--- config.mk ---
export PLATFORM = sky130hd
export DESIGN_NAME = mux_scan_ctrl
export DESIGN_NICKNAME = d
export VERILOG_FILES = /design/src/rtl/mux_scan_ctrl.sv
export SDC_FILE = /design/constraint.sdc
export NUM_CORES = 1
export LEC_CHECK = 0
export CELL_PAD_IN_SITES_DETAIL_PLACEMENT = 0
export CELL_PAD_IN_SITES_GLOBAL_PLACEMENT = 1
export CORE_UTILIZATION = 34
export CTS_CLUSTER_DIAMETER = 60
export DETAILED_ROUTE_END_ITERATION = 10
export GPL_TIMING_DRIVEN = 0
export PLACE_DENSITY_LB_ADDON = 0.1
export SLEW_MARGIN = 40
export SYNTH_ARGS = -nofsm -noshare
export SYNTH_HDL_FRONTEND = slang
export SYNTH_SLANG_ARGS = --single-unit
--- constraint.sdc ---
create_clock -name clk -period 2.1 [get_ports clk]
set_input_delay 0.42 -clock clk [delete_from_list [all_inputs] [get_ports clk]]
set_output_delay 0.42 -clock clk [all_outputs]
set_load 0.005 [all_outputs]
--- src/rtl/mux_scan_ctrl.sv ---
`default_nettype none
// ============================================================================
// mux_scan_ctrl: holds a word on the 8:1 mux data inputs and steps the select
// with a programmable dwell. It returns the mux output as a serial bit stream.
// Revision: 1.0 - initial release
// ============================================================================
module mux_scan_ctrl #(
  parameter int DWELL     = 1,
  parameter bit MSB_FIRST = 1'b0
) (
  input  logic       clk,
  input  logic       rst,
  input  logic       load_valid,
  output logic       load_ready,
  input  logic [7:0] load_data,
  input  logic       abort,
  output logic [7:0] i_out,
  output logic [2:0] s_out,
  input  logic       y_in,
  output logic       bit_out,
  output logic       bit_valid,
  output logic       done
);

  typedef enum logic [0:0] {
    IDLE = 1'b0,
    SCAN = 1'b1
  } state_t;

  localparam logic [2:0] C_S_START    = MSB_FIRST ? 3'd7 : 3'd0;
  localparam logic [3:0] C_DWELL_LAST = 4'(DWELL - 1);

  state_t     state_q, state_d;
  logic [7:0] i_out_q, i_out_d;
  logic [2:0] s_out_q, s_out_d;
  logic [3:0] dwell_q, dwell_d;
  logic [2:0] bitcnt_q, bitcnt_d;
  logic       bit_out_q, bit_out_d;
  logic       bit_valid_q, bit_valid_d;
  logic       done_q, done_d;
  logic       accept;
  logic       sample;

  always_comb begin
    state_d     = state_q;
    i_out_d     = i_out_q;
    s_out_d     = s_out_q;
    dwell_d     = dwell_q;
    bitcnt_d    = bitcnt_q;
    bit_out_d   = bit_out_q;
    bit_valid_d = 1'b0;
    done_d      = 1'b0;
    load_ready  = (state_q == IDLE) && !rst && !abort;
    accept      = load_valid && load_ready;
    sample      = (dwell_q == C_DWELL_LAST);

    unique case (state_q)
      IDLE: begin
        if (accept) begin
          i_out_d  = load_data;
          s_out_d  = C_S_START;
          dwell_d  = 4'd0;
          bitcnt_d = 3'd0;
          state_d  = SCAN;
        end
      end
      SCAN: begin
        // Abort outranks the sample cycle: a partial word emits nothing.
        if (abort) begin
          dwell_d  = 4'd0;
          bitcnt_d = 3'd0;
          state_d  = IDLE;
        end else if (sample) begin
          bit_out_d   = y_in;
          bit_valid_d = 1'b1;
          dwell_d     = 4'd0;
          s_out_d     = MSB_FIRST ? (s_out_q - 3'd1) : (s_out_q + 3'd1);
          bitcnt_d    = bitcnt_q + 3'd1;
          if (bitcnt_q == 3'd7) begin
            done_d  = 1'b1;
            state_d = IDLE;
          end
        end else begin
          dwell_d = dwell_q + 4'd1;
        end
      end
      default: state_d = IDLE;
    endcase
  end

  always_ff @(posedge clk) begin
    if (rst) begin
      state_q     <= IDLE;
      i_out_q     <= 8'd0;
      s_out_q     <= 3'd0;
      dwell_q     <= 4'd0;
      bitcnt_q    <= 3'd0;
      bit_out_q   <= 1'b0;
      bit_valid_q <= 1'b0;
      done_q      <= 1'b0;
    end else begin
      state_q     <= state_d;
      i_out_q     <= i_out_d;
      s_out_q     <= s_out_d;
      dwell_q     <= dwell_d;
      bitcnt_q    <= bitcnt_d;
      bit_out_q   <= bit_out_d;
      bit_valid_q <= bit_valid_d;
      done_q      <= done_d;
    end
  end

  assign i_out     = i_out_q;
  assign s_out     = s_out_q;
  assign bit_out   = bit_out_q;
  assign bit_valid = bit_valid_q;
  assign done      = done_q;

endmodule
`default_nettype wire

==> impl_metrics.toml <==
[setup_path]
worstPathMaxFanout = 9
cp-start-kind = "flip-flop"
critPathRequiredTime_ps = 1680
crit_path_cell_trace = "clkbuf_1 -> nor3_2 -> clkdlybuf4s50_1"
cp-end-kind = "output pin"
cp_top_family = "buffers and inverters"
arrival_ps = 1580
crit_path_top_delay_cell = "clkdlybuf4s50_1"
critical_path_class = "reg2out"
cpPeakStageDelay_ps = 530
cp_num_buf_inv = 2

[layout]
diodes = 0
fin_area_um2 = 1370
drive_gt1_share_pct = 9.72
nets = 163
fin_cells = 175
area_delta_synth_final_pct = 37.6
fill_cells = 284

[clocking]
clk_latency_ps = 310
cts_setup_buffers = 0
cts.sinks = 22
cts-buffers-inserted = 3
cts-root-buf = "clkbuf_4"
cts_tree = "yes"
htree_levels = 1
cts.clk_slew.worst_paths_ps = 120
cts_max_path_buffers = 2
cts_hold_buffers = 0

[sta]
layout_setup_ws_ps = 103
final_hold_viol_count = 0
maxSlewHeadroom_pct = 61.6
period_share_pct = 95.1
finalSetupViolCount = 0
slew_violations = 0
worstMarginPinSlew_ps = 574
clock_skew_ps = 8.78
fmax_ghz = 0.501
rsz0062_at_grt = "false"
fin_hold_ws_ps = 459
period_minus_slack_ps = 2000

[drt]
wl_per_cell_um = 13.2
final_antenna_net_count = 0
drt_iter0_drc = 14
drt-pass1-iter-count = 4
vias = 915
drc = 0
vias_per_cell = 5.23
routed_wl_mm = 2.31

[floorplan]
die_h_um = 56.0
dieArea_um2 = 3140
io-pin-count = 28
core_area_um2 = 2760
row_count = 19
start_util_pct = 36.0
fp.dieW_um = 56.0

[yosys]
syn-instance-count = 115
yosysMostFrequentCell = "dfxtp_1"
synthesis.nets = 133
synth-async-reset-ratio_pct = 0
synth-seq-cells = 22
synth.largest_area_cell = "dfxtp_1"
synth_seq_area_share_pct = 44.4
synth_top_area_share_pct = 44.4
syn_area_um2 = 992
yosys_warnings = 0
synth-edff-count = 0
syn-mean-instance-area_um2 = 8.63
yosys-top-cells-area = "dfxtp_1, nand2_1, ha_1"
yosys.cell_types.count = 34
synth_common_cells = "dfxtp_1, nand2_1, a21oi_1"
synth_ff_type = "dfxtp_1"

[place]
pre_cts_slack_ps = -597
hpwl_mm = 1.66
gp_congestion = 0.680
io_buffers = 26
placed_area_um2 = 1300
placed_cells = 172

[pwr]
power_frac_seq_pct = 51.0
p_per_area_nw_per_um2 = 615
clock_power_share_pct = 39.0
power.switching_uw = 177
power_uw = 840
p_comb_share_pct = 10.0
p_int_uw = 663
p_leak_uw = 0.000477
swShare_pct = 21.0
ir_drop_uv = 484

[status]
outcome = "completed"

[global_routing]
grt_pass1_vias = 850
grt.overflow.total = 0
antenna_found_initial = 0
met1_usage_pct = 21.2
grt_pass1_wl_mm = 4.02
grt_start_max_net_pins = 14
met2_usage_pct = 27.4
grtUsageMet3_pct = 2.79
grtUsageTotal_pct = 16.4
gr-max-usage-layer = "met2"

[job]
drv_cap = 0

[worst_hold_path]
holdCritPathClass = "reg2reg"
## sequential cells by signal, indices dropped and copies added, names as in the netlist
register and count:
bitcnt_q 3, bit_valid 1, dwell_q 4, bit_out 1, done 1, i_out 8, s_out 3, state_q 1
## power groups by stage
stage / clock (µW) / combinational, µW / sequential, µW
after floorplan: 0 / 34.0 / 438
after global placement: 0 / 79.8 / 437
after detailed placement: 0 / 82.6 / 438
after CTS: 342 / 84.0 / 429
after global routing: 357 / 92.4 / 430
final: 328 / 84.2 / 428
## through the flow
step           util [%]  TNS, ps
2_1_floorplan         -        0
3_3_place_gp       46.8    -1240
3_5_place_dp       47.1     -926
4_1_cts            49.3        0
5_1_grt            49.5        0
6_report           49.5        0
## worst register-to-register path, stage by stage, from the launching register on
cell	delay [ps]
dfxtp_1	360
inv_1	80
ha_1	170
or3b_1	340
buf_2	180
or4_4	490
a211oi_2	210
## logic make-up after synthesis
| group | Yosys count | share of synthesized area [%] |
|---|---|---|
| buffers and inverters | 15 | 5.93 |
| adder cells (fa/ha/maj) | 5 | 6.31 |
| AND/OR/NAND/NOR | 47 | 26.2 |
| flip-flops | 22 | 44.4 |
| AO/OA/AOI/OAI | 26 | 17.2 |
## layout make-up
class                   count  area [µm²]  share of cell area (%)
repair buffers             26         262                    19.2
clock inverters             1        30.0                    2.20
plain buffers               7        38.8                    2.84
multi-input cells          78         507                    37.1
clock buffers               3        22.5                    1.65
flip-flops and latches     22         440                    32.3
well taps                  31        38.8                    2.84
inverters                   7        26.3                    1.92
## placed cells by master, fill, tap and decap left out, drive strengths merged, types with 2 or more instances in the layout
cell type      instances
clkbuf                 8
inv                    7
o32ai                  2
dfxtp                 22
nor2                   3
buf                    2
nand2                 17
nand3                  9
ha                     5
clkdlybuf4s50         25
a211oi                 2
a31oi                  3
nand2b                 5
or3b                   2
a21oi                 11
nor3b                  2
## metal layers
metal / up-vias / part of all wire (%)
li1: 465 / -
met1: 423 / 47
met2: 25 / 48
met3: 2 / 4.3
met4: 0 / 0.82
met5: - / 0
## worst paths after layout
kind | startpoint | end | slack [ps] | cells past startpoint
setup / recovery | state_q$_SDFF_PP0_ | load_ready | 100 | 3
hold / removal | i_out[4]$_SDFFE_PP0P_ | i_out[4]$_SDFFE_PP0P_ | 460 | 2
setup reg to reg | dwell_q[0]$_SDFFE_PP0P_ | s_out[2]$_SDFFE_PP0P_ | 220 | 6
hold reg to reg | i_out[4]$_SDFFE_PP0P_ | i_out[4]$_SDFFE_PP0P_ | 460 | 2
## timing repair
item,CTS,global route
hold endpoints to repair,0,0
pin swaps,0,0
endpoints found under the setup margin,1,1
gates resized for setup,6,1
No activity file was read; power rests on OpenSTA's default activity.
